--- config.mk ---
export PLATFORM = sky130hd
export DESIGN_NAME = instr_fetch
export DESIGN_NICKNAME = d
export VERILOG_FILES = /design/src/rtl/instr_fetch.sv
export SDC_FILE = /design/constraint.sdc
export NUM_CORES = 1
export LEC_CHECK = 0
export ABC_AREA = 0
export BUFFER_PORTS_ARGS = -buffer_cell sky130_fd_sc_hd__buf_2
export CAP_MARGIN = 25
export CELL_PAD_IN_SITES_DETAIL_PLACEMENT = 2
export CELL_PAD_IN_SITES_GLOBAL_PLACEMENT = 2
export CORE_MARGIN = 5
export CORE_UTILIZATION = 30
export DETAILED_ROUTE_END_ITERATION = 6
export GPL_TIMING_DRIVEN = 1
export PLACE_DENSITY = 0.81
export RECOVER_POWER = 25
export SLEW_MARGIN = 5
export SYNTH_ARGS = -nofsm -noshare
export SYNTH_HDL_FRONTEND = slang
export SYNTH_SLANG_ARGS = --single-unit
--- constraint.sdc ---
create_clock -name clk_i -period 4.36 [get_ports clk_i]
set_input_delay 1.09 -clock clk_i [delete_from_list [all_inputs] [get_ports clk_i]]
set_output_delay 1.09 -clock clk_i [all_outputs]
set_load 0.01 [all_outputs]
--- src/rtl/instr_fetch.sv ---
// instr_fetch -- LEGv8 instruction-fetch stage.
//
// Holds the program counter and drives it as the byte address of a
// combinational instruction ROM. Each returned word is registered, together
// with its PC, into the IF/ID pipeline register for the decoder. Supports
// decoder back-pressure, branch redirect with flush, and a halt state that is
// entered when the ROM returns the all-zero default word.
//
// State table:
//   state  | meaning
//   S_RUN  | fetching one word per cycle whenever IF/ID can accept it
//   S_HALT | pc frozen, no new instructions captured until a redirect
//
// Ports:
//   clk_i          rising-edge clock
//   reset_i        asynchronous active-high reset
//   rom_addr_o     byte address to ROM (equal to pc)
//   rom_data_i     instruction word from ROM, same cycle as rom_addr_o
//   redirect_i     branch taken: load redirect_pc_i and flush IF/ID
//   redirect_pc_i  branch target, bits [1:0] ignored
//   id_ready_i     decoder consumes IF/ID contents this cycle
//   if_id_valid_o  IF/ID holds a live instruction
//   if_id_instr_o  registered instruction word
//   if_id_pc_o     registered PC of if_id_instr_o
//   halted_o       fetch is in HALT
module instr_fetch #(
  parameter logic [31:0] RESET_PC     = 32'd0,
  parameter bit          HALT_ON_ZERO = 1'b1
) (
  input  logic        clk_i,
  input  logic        reset_i,
  output logic [31:0] rom_addr_o,
  input  logic [31:0] rom_data_i,
  input  logic        redirect_i,
  input  logic [31:0] redirect_pc_i,
  input  logic        id_ready_i,
  output logic        if_id_valid_o,
  output logic [31:0] if_id_instr_o,
  output logic [31:0] if_id_pc_o,
  output logic        halted_o
);

  typedef enum logic {
    S_RUN  = 1'b0,
    S_HALT = 1'b1
  } state_t;

  state_t      state_q;
  logic [31:0] pc_q;
  logic        valid_q;
  logic [31:0] instr_q;
  logic [31:0] ifid_pc_q;

  logic        load_d;
  logic        zero_hit_d;
  logic [31:0] pc_plus4_d;
  logic [31:0] redirect_tgt_d;
  logic        unused_pc_lsbs;

  // IF/ID refills when empty or being consumed, so bubbles collapse.
  assign load_d         = !valid_q || id_ready_i;
  assign zero_hit_d     = HALT_ON_ZERO && (rom_data_i == 32'h0000_0000);
  assign pc_plus4_d     = pc_q + 32'd4;  // modulo 2^32, wrap is silent
  assign redirect_tgt_d = {redirect_pc_i[31:2], 2'b00};
  assign unused_pc_lsbs = ^redirect_pc_i[1:0];

  always_ff @(posedge clk_i or posedge reset_i) begin
    if (reset_i) begin
      state_q   <= S_RUN;
      pc_q      <= RESET_PC;
      valid_q   <= 1'b0;
      instr_q   <= 32'h0000_0000;
      ifid_pc_q <= 32'h0000_0000;
    end else if (redirect_i) begin
      // Redirect wins over everything, including a stalled decoder and a
      // zero word on the ROM bus: the held instruction is squashed.
      state_q <= S_RUN;
      pc_q    <= redirect_tgt_d;
      valid_q <= 1'b0;
    end else begin
      case (state_q)
        S_RUN: begin
          if (load_d) begin
            if (zero_hit_d) begin
              // The zero word is never delivered; pc stays on it.
              state_q <= S_HALT;
              valid_q <= 1'b0;
            end else begin
              instr_q   <= rom_data_i;
              ifid_pc_q <= pc_q;
              valid_q   <= 1'b1;
              pc_q      <= pc_plus4_d;
            end
          end
        end
        S_HALT: begin
          if (id_ready_i) begin
            valid_q <= 1'b0;
          end
        end
        default: begin
          state_q <= S_RUN;
        end
      endcase
    end
  end

  assign rom_addr_o    = pc_q;
  assign if_id_valid_o = valid_q;
  assign if_id_instr_o = instr_q;
  assign if_id_pc_o    = ifid_pc_q;
  assign halted_o      = (state_q == S_HALT);

endmodule
==> results.cfg, run 1 <==
[min_path]
min_to = if_id_pc_o[21]$_DFFE_PP0P_
hold_depth = 1
hp-start = if_id_pc_o[21]$_DFFE_PP0P_
hp-class = register to register

[yosys]
ys_warn_count = 0
synth.most_common_cell = dfrtp_1
synth_edf_count = 0
synth.top_cells.by_area = dfrtp_1, mux2_1, o21ai_0, a31oi_1, xor2_1
synth-main-ff-cell = dfrtp_1
synth.ff_latch_count = 94
yosys-top-cells-count = dfrtp_1, mux2_1, o21ai_0
avgSynthCellArea_sq_um = 11.8
yosysSeqAreaShare_pct = 55.0
synth_top_area_share_pct = 55.0
synth_cells = 363
syn_area_sq_um = 4280
synthDistinctLibCells = 39
async_flop_share_pct = 100
synth_top_cell_by_area = dfrtp_1

[timing]
fin_skew_ns = 0.00693
fmax_mhz = 324
rsz0062_at_grt = false
timing.setup.tns_ns = 0
finalHoldViolCount = 0
final-setup-viol-count = 0
hold_slack_ns = 0.486
min_period_ns = 3.09
slew_viol_final = 39
tightest_slew_ns = 1.73
finalCritPeriodShare_pct = 70.9
slew_headroom_pct = -16.3

[floorplanning]
num_rows = 43
die_area_sq_um = 16800
die_x_microns = 129
core_sq_um = 13900
fp.dieH_microns = 129
start_util_pct = 30.7
pin_count = 166

[power]
p_sw_share_pct = 29.4
power.internal_mw = 1.62
pwr-share-comb_pct = 17.9
p_leak_nw = 2.50
power_density_nw_per_um2 = 415
seqPwrFrac_pct = 46.7
p_switching_mw = 0.678
p_clk_share_pct = 35.4
vdd_drop_max_mv = 0.158

[clock_network]
post_cts_buffers = 0
cts_hold_buf = 0
htree_levels = 3
cts.repair.resized = 0
cts.sinks = 94
numCtsBuffers = 9
cts_tree = done
clk_pin_slew_worst_paths_ns = 0.07
root_buffer = clkbuf_16
cts_buffer_depth = 2
clkLatencyLatePin_ns = 0.35

[global_route]
overflow = 0
grt_max_degree = 75
antenna_found_initial = 0
grt_util_all_layers_pct = 16.3
grt_pass1_vias = 4097
grt_pass1_wl_mm = 21.5

[cells_and_area]
area.growth.synth_to_final_pct = 29.7
design_area_sq_um = 5550
final_util_pct = 39.8
drive_gt1_share_pct = 36.3
fin_nets = 590
nFillCells = 1503
n_antenna_cell = 0

[worst_setup_path]
reg2reg_to = if_id_instr_o[28]$_DFFE_PP0P_
startpoint_type = primary input
rr_startpoint = if_id_valid_o$_DFFE_PP0P_
path_max_fanout = 62
required_ns = 4.58
arrival_ns = 3.31
cp-end-kind = register
crit_type = primary input to register
r2r_slack_ns = 2.19
r2r_cells = 5

[routing]
drt-vias-per-instance = 5.08
routed_wl_mm = 13.3
num_vias = 3586
drt-initial-drc-count = 116
post-route-drc-count = 0
drt-pass1-iter-count = 4
drt-wirelength-per-cell_microns = 18.8
final_antenna_net_count = 0

[place]
placed_cell_area_sq_um = 5230
port_buffers = 159
hpwlAfterDp_mm = 9.85
routabilityCongestion = 0.796

[run]
maxCapViolCount = 1

[outcome]
failed_checks = max-capacitance violations, max-slew violations
status = complete, but fails checks
## worst max path at each step
| stage | from | end | slack (ns) | depth (start not counted) |
|---|---|---|---|---|
| after global placement | rom_data_i[14] | if_id_instr_o[19]$_DFFE_PP0P_ | 0.90 | 7 |
| after global routing | rom_data_i[9] | if_id_instr_o[4]$_DFFE_PP0P_ | 1.10 | 7 |
| after CTS | rom_data_i[14] | if_id_instr_o[28]$_DFFE_PP0P_ | 1.20 | 7 |
| after detailed placement | rom_data_i[14] | if_id_instr_o[28]$_DFFE_PP0P_ | 0.84 | 7 |
| after floorplan | reset_i | halted_o$_DFF_PP0_ | 0.82 | 1 |
| final | rom_data_i[14] | if_id_instr_o[28]$_DFFE_PP0P_ | 1.27 | 7 |
## cells in the final DEF, fill, tap and decap left out, drive strengths merged, types with 6 or more instances in the layout
| cell type | instances |
|---|---|
| o2111ai | 6 |
| inv | 8 |
| o31ai | 6 |
| nand3 | 7 |
| o211ai | 8 |
| nand2 | 20 |
| dfrtp | 94 |
| nor2 | 21 |
| buf | 167 |
| nand4 | 9 |
| nor4 | 10 |
| mux2 | 58 |
| a31oi | 14 |
| clkbuf | 9 |
| or3 | 8 |
| xor2 | 10 |
| o21ai | 31 |
| or4 | 8 |
## state kept, by name, summed over array words and instances, names as in the netlist
name	count
rom_addr_o	30
if_id_valid_o	1
if_id_pc_o	30
if_id_instr_o	32
halted_o	1
## metrics by stage
step | setup WS, ns | total power [mW] | cells
after global placement | 0.901 | 1.49 | 689
final | 1.27 | 2.30 | 706
after CTS | 1.20 | 2.34 | 705
after global routing | 1.10 | 2.44 | 706
after floorplan | 0.821 | 1.29 | 366
after detailed placement | 0.839 | 1.52 | 689
## routing by layer
metal	wire, microns	global-route usage [%]
met5	0	0
met4	269	5.99
met3	808	3.50
met2	6600	28.4
met1	5630	19.8
## critical path: stages
cell and delay (ns):
buf_2 0.11, nor4_1 0.34, nand4_1 0.18, buf_4 0.25, o21ai_2 0.17, nand2b_4 0.72
mux2_1 0.41
## cell type report
| cell class | instances | area, sq um | area share, % |
|---|---|---|---|
| flip-flops and latches | 94 | 2350 | 42.4 |
| multi-input cells | 243 | 1780 | 32.0 |
| repair buffers | 167 | 868 | 15.6 |
| clock buffers | 9 | 225 | 4.06 |
| well taps | 180 | 225 | 4.06 |
| clock inverters | 7 | 81.3 | 1.46 |
| inverters | 6 | 23.8 | 0.428 |
## logic make-up (layout without fill, tap and decap cells)
family	count (synthesis)	in the layout	synth area share, %
and+or+nand+nor	99	99	12.5
DFF	94	94	55.0
AOI/OAI and AO/OA	68	68	10.2
muxes	59	59	15.5
buffers and inverters	29	189	3.98
xor gates and xnor gates	12	12	2.46
adders and majority gates	1	1	0.292
other	1	4	0.0876
## power by group through the flow
stage                     combinational (mW)  sequential (mW)  clock (mW)
after floorplan                        0.162             1.13           0
after global placement                 0.405             1.08           0
after detailed placement               0.422             1.09           0
after CTS                              0.425             1.08       0.841
after global routing                   0.460             1.09       0.886
final                                  0.413             1.07       0.815
Power figures use the tool's default switching activity.
==> run 2: changes to the inputs <==
CORE_UTILIZATION = 27   (was 30)
PLACE_DENSITY = 0.77   (was 0.81)
clock period = 2.7 ns   (was 4.36 ns; I/O delays follow)
==> run 2 against run 1 <==
The flow now finishes without violations. Combinational power increased by 65%. Core utilization decreased by 3.8 points. Flip-flop and latch count unchanged. Critical endpoint is now rom_addr_o[26]$_DFFE_PP0P_.
==> results.cfg, run 2 (synthesized netlist as in run 1, its figures left out) <==
[clock_network]
cts.sinks = 94
cts.repair.resized = 0
cts_tree = done
cts_hold_buf = 0
htree_levels = 3
numCtsBuffers = 9
clk_pin_slew_worst_paths_ns = 0.07
cts_buffer_depth = 2
clkLatencyLatePin_ns = 0.34
post_cts_buffers = 0
root_buffer = clkbuf_16

[worst_setup_path]
crit_chain = ha_1 > and4_1 > nand2_1 > or4_1 > a31oi_1
required_ns = 2.96
slowest_stage = or4_1
reg2reg_to = rom_addr_o[26]$_DFFE_PP0P_
crit_type = register to register
startpoint_type = register
path_max_fanout = 14
r2r_slack_ns = 0.49
rr_startpoint = rom_addr_o[2]$_DFFE_PP0P_
arrival_ns = 2.47
cp-end-kind = register
r2r_cells = 5
cpPeakStageDelay_ns = 0.62

[cells_and_area]
fin_nets = 597
n_antenna_cell = 0
drive_gt1_share_pct = 37.0
largest_reg_flops = 32
design_area_sq_um = 5670
final_common_cell = buf_2
area.growth.synth_to_final_pct = 32.5
nFillCells = 1723
stdcell_count = 749
layout_common_cells = buf_2, dfrtp_1, mux2_1
final_util_pct = 36.1

[timing]
rsz0062_at_grt = false
slew_headroom_pct = 10.1
finalHoldViolCount = 0
tightest_slew_ns = 1.35
worst_slack_ns = 0.490
hold_slack_ns = 0.491
finalCritPeriodShare_pct = 81.9
min_period_ns = 2.21
slew_viol_final = 0
fin_skew_ns = 0.00735
final-setup-viol-count = 0
timing.setup.tns_ns = 0
fmax_mhz = 452

[place]
routabilityCongestion = 0.743
place_ws_ns = 0.113
placed_cell_area_sq_um = 5380
hpwlAfterDp_mm = 10.6
port_buffers = 159
dp.cells = 733

[floorplanning]
core_sq_um = 15700
fp.dieH_microns = 136
start_util_pct = 27.2
die_x_microns = 136
pin_count = 166
num_rows = 46
die_area_sq_um = 18500

[global_route]
overflow = 0
grt_max_degree = 95
grt_util_all_layers_pct = 15.6
grt_pass1_wl_mm = 22.7
antenna_found_initial = 0
grt_pass1_vias = 4251

[routing]
drt-pass1-iter-count = 4
routed_wl_mm = 14.0
drt-wirelength-per-cell_microns = 18.6
final_antenna_net_count = 0
drt-initial-drc-count = 182
post-route-drc-count = 0
num_vias = 3613
drt-vias-per-instance = 4.82

[min_path]
hp-class = register to register
hp-start = if_id_pc_o[4]$_DFFE_PP0P_
hold_depth = 1
min_to = if_id_pc_o[4]$_DFFE_PP0P_

[power]
vdd_drop_max_mv = 0.254
fin_total_pwr_mw = 3.73
p_leak_nw = 2.54
power_density_nw_per_um2 = 658

[outcome]
status = complete, no violations

[run]
maxCapViolCount = 0
-- run 2: cell count changes in the layout (fill, tap and decap cells not counted), sizes merged --
cell and change:
buf +6, clkbuf +4, clkinv +1, clkinvlp -1
inv -3
-- run 2: critical path: cells and delay by family (launching register included) --
kind / cells / cell delay (ns)
adder cells (fa/ha/maj): 1 / 0.23
AO/OA/AOI/OAI: 1 / 0.20
AND/OR/NAND/NOR: 3 / 1.24
flip-flops: 1 / 0.46
-- run 2: worst max-delay path by stage --
stage	to	slack, ns	from
after floorplan	if_id_instr_o[20]$_DFFE_PP0P_	0.36	rom_data_i[9]
after global placement	if_id_pc_o[31]$_DFFE_PP0P_	0.17	rom_data_i[9]
after detailed placement	if_id_pc_o[16]$_DFFE_PP0P_	0.11	rom_data_i[27]
after CTS	if_id_instr_o[23]$_DFFE_PP0P_	0.47	rom_data_i[27]
after global routing	rom_addr_o[26]$_DFFE_PP0P_	0.32	rom_addr_o[18]$_DFFE_PP0P_
final	rom_addr_o[26]$_DFFE_PP0P_	0.49	rom_addr_o[2]$_DFFE_PP0P_
-- run 2: final cells by class --
| cell class | count | area, sq um | area share, % |
|---|---|---|---|
| Sequential cell | 94 | 2350 | 41.5 |
| Multi-Input combinational cell | 243 | 1780 | 31.3 |
| Timing Repair Buffer | 174 | 946 | 16.7 |
| Tap cell | 216 | 270 | 4.77 |
| Clock buffer | 12 | 256 | 4.52 |
| Clock inverter | 4 | 45.0 | 0.795 |
| Inverter | 6 | 23.8 | 0.419 |
-- run 2: power breakdown --
| part | total, mW | switching (mW) | internal (mW) |
|---|---|---|---|
| clock network | 1.31 | 0.548 | 0.765 |
| logic | 0.680 | 0.372 | 0.308 |
| registers | 1.74 | 0.143 | 1.59 |
| total | 3.73 | 1.06 | 2.67 |
-- run 2: metal layers --
layer,wire length (microns),GRT usage (%),vias to the layer above
met4,168,4.65,0
met1,5690,18.4,1845
met2,7390,28.2,92
met3,716,3.29,13
met5,0,0,-
li1,-,-,1663
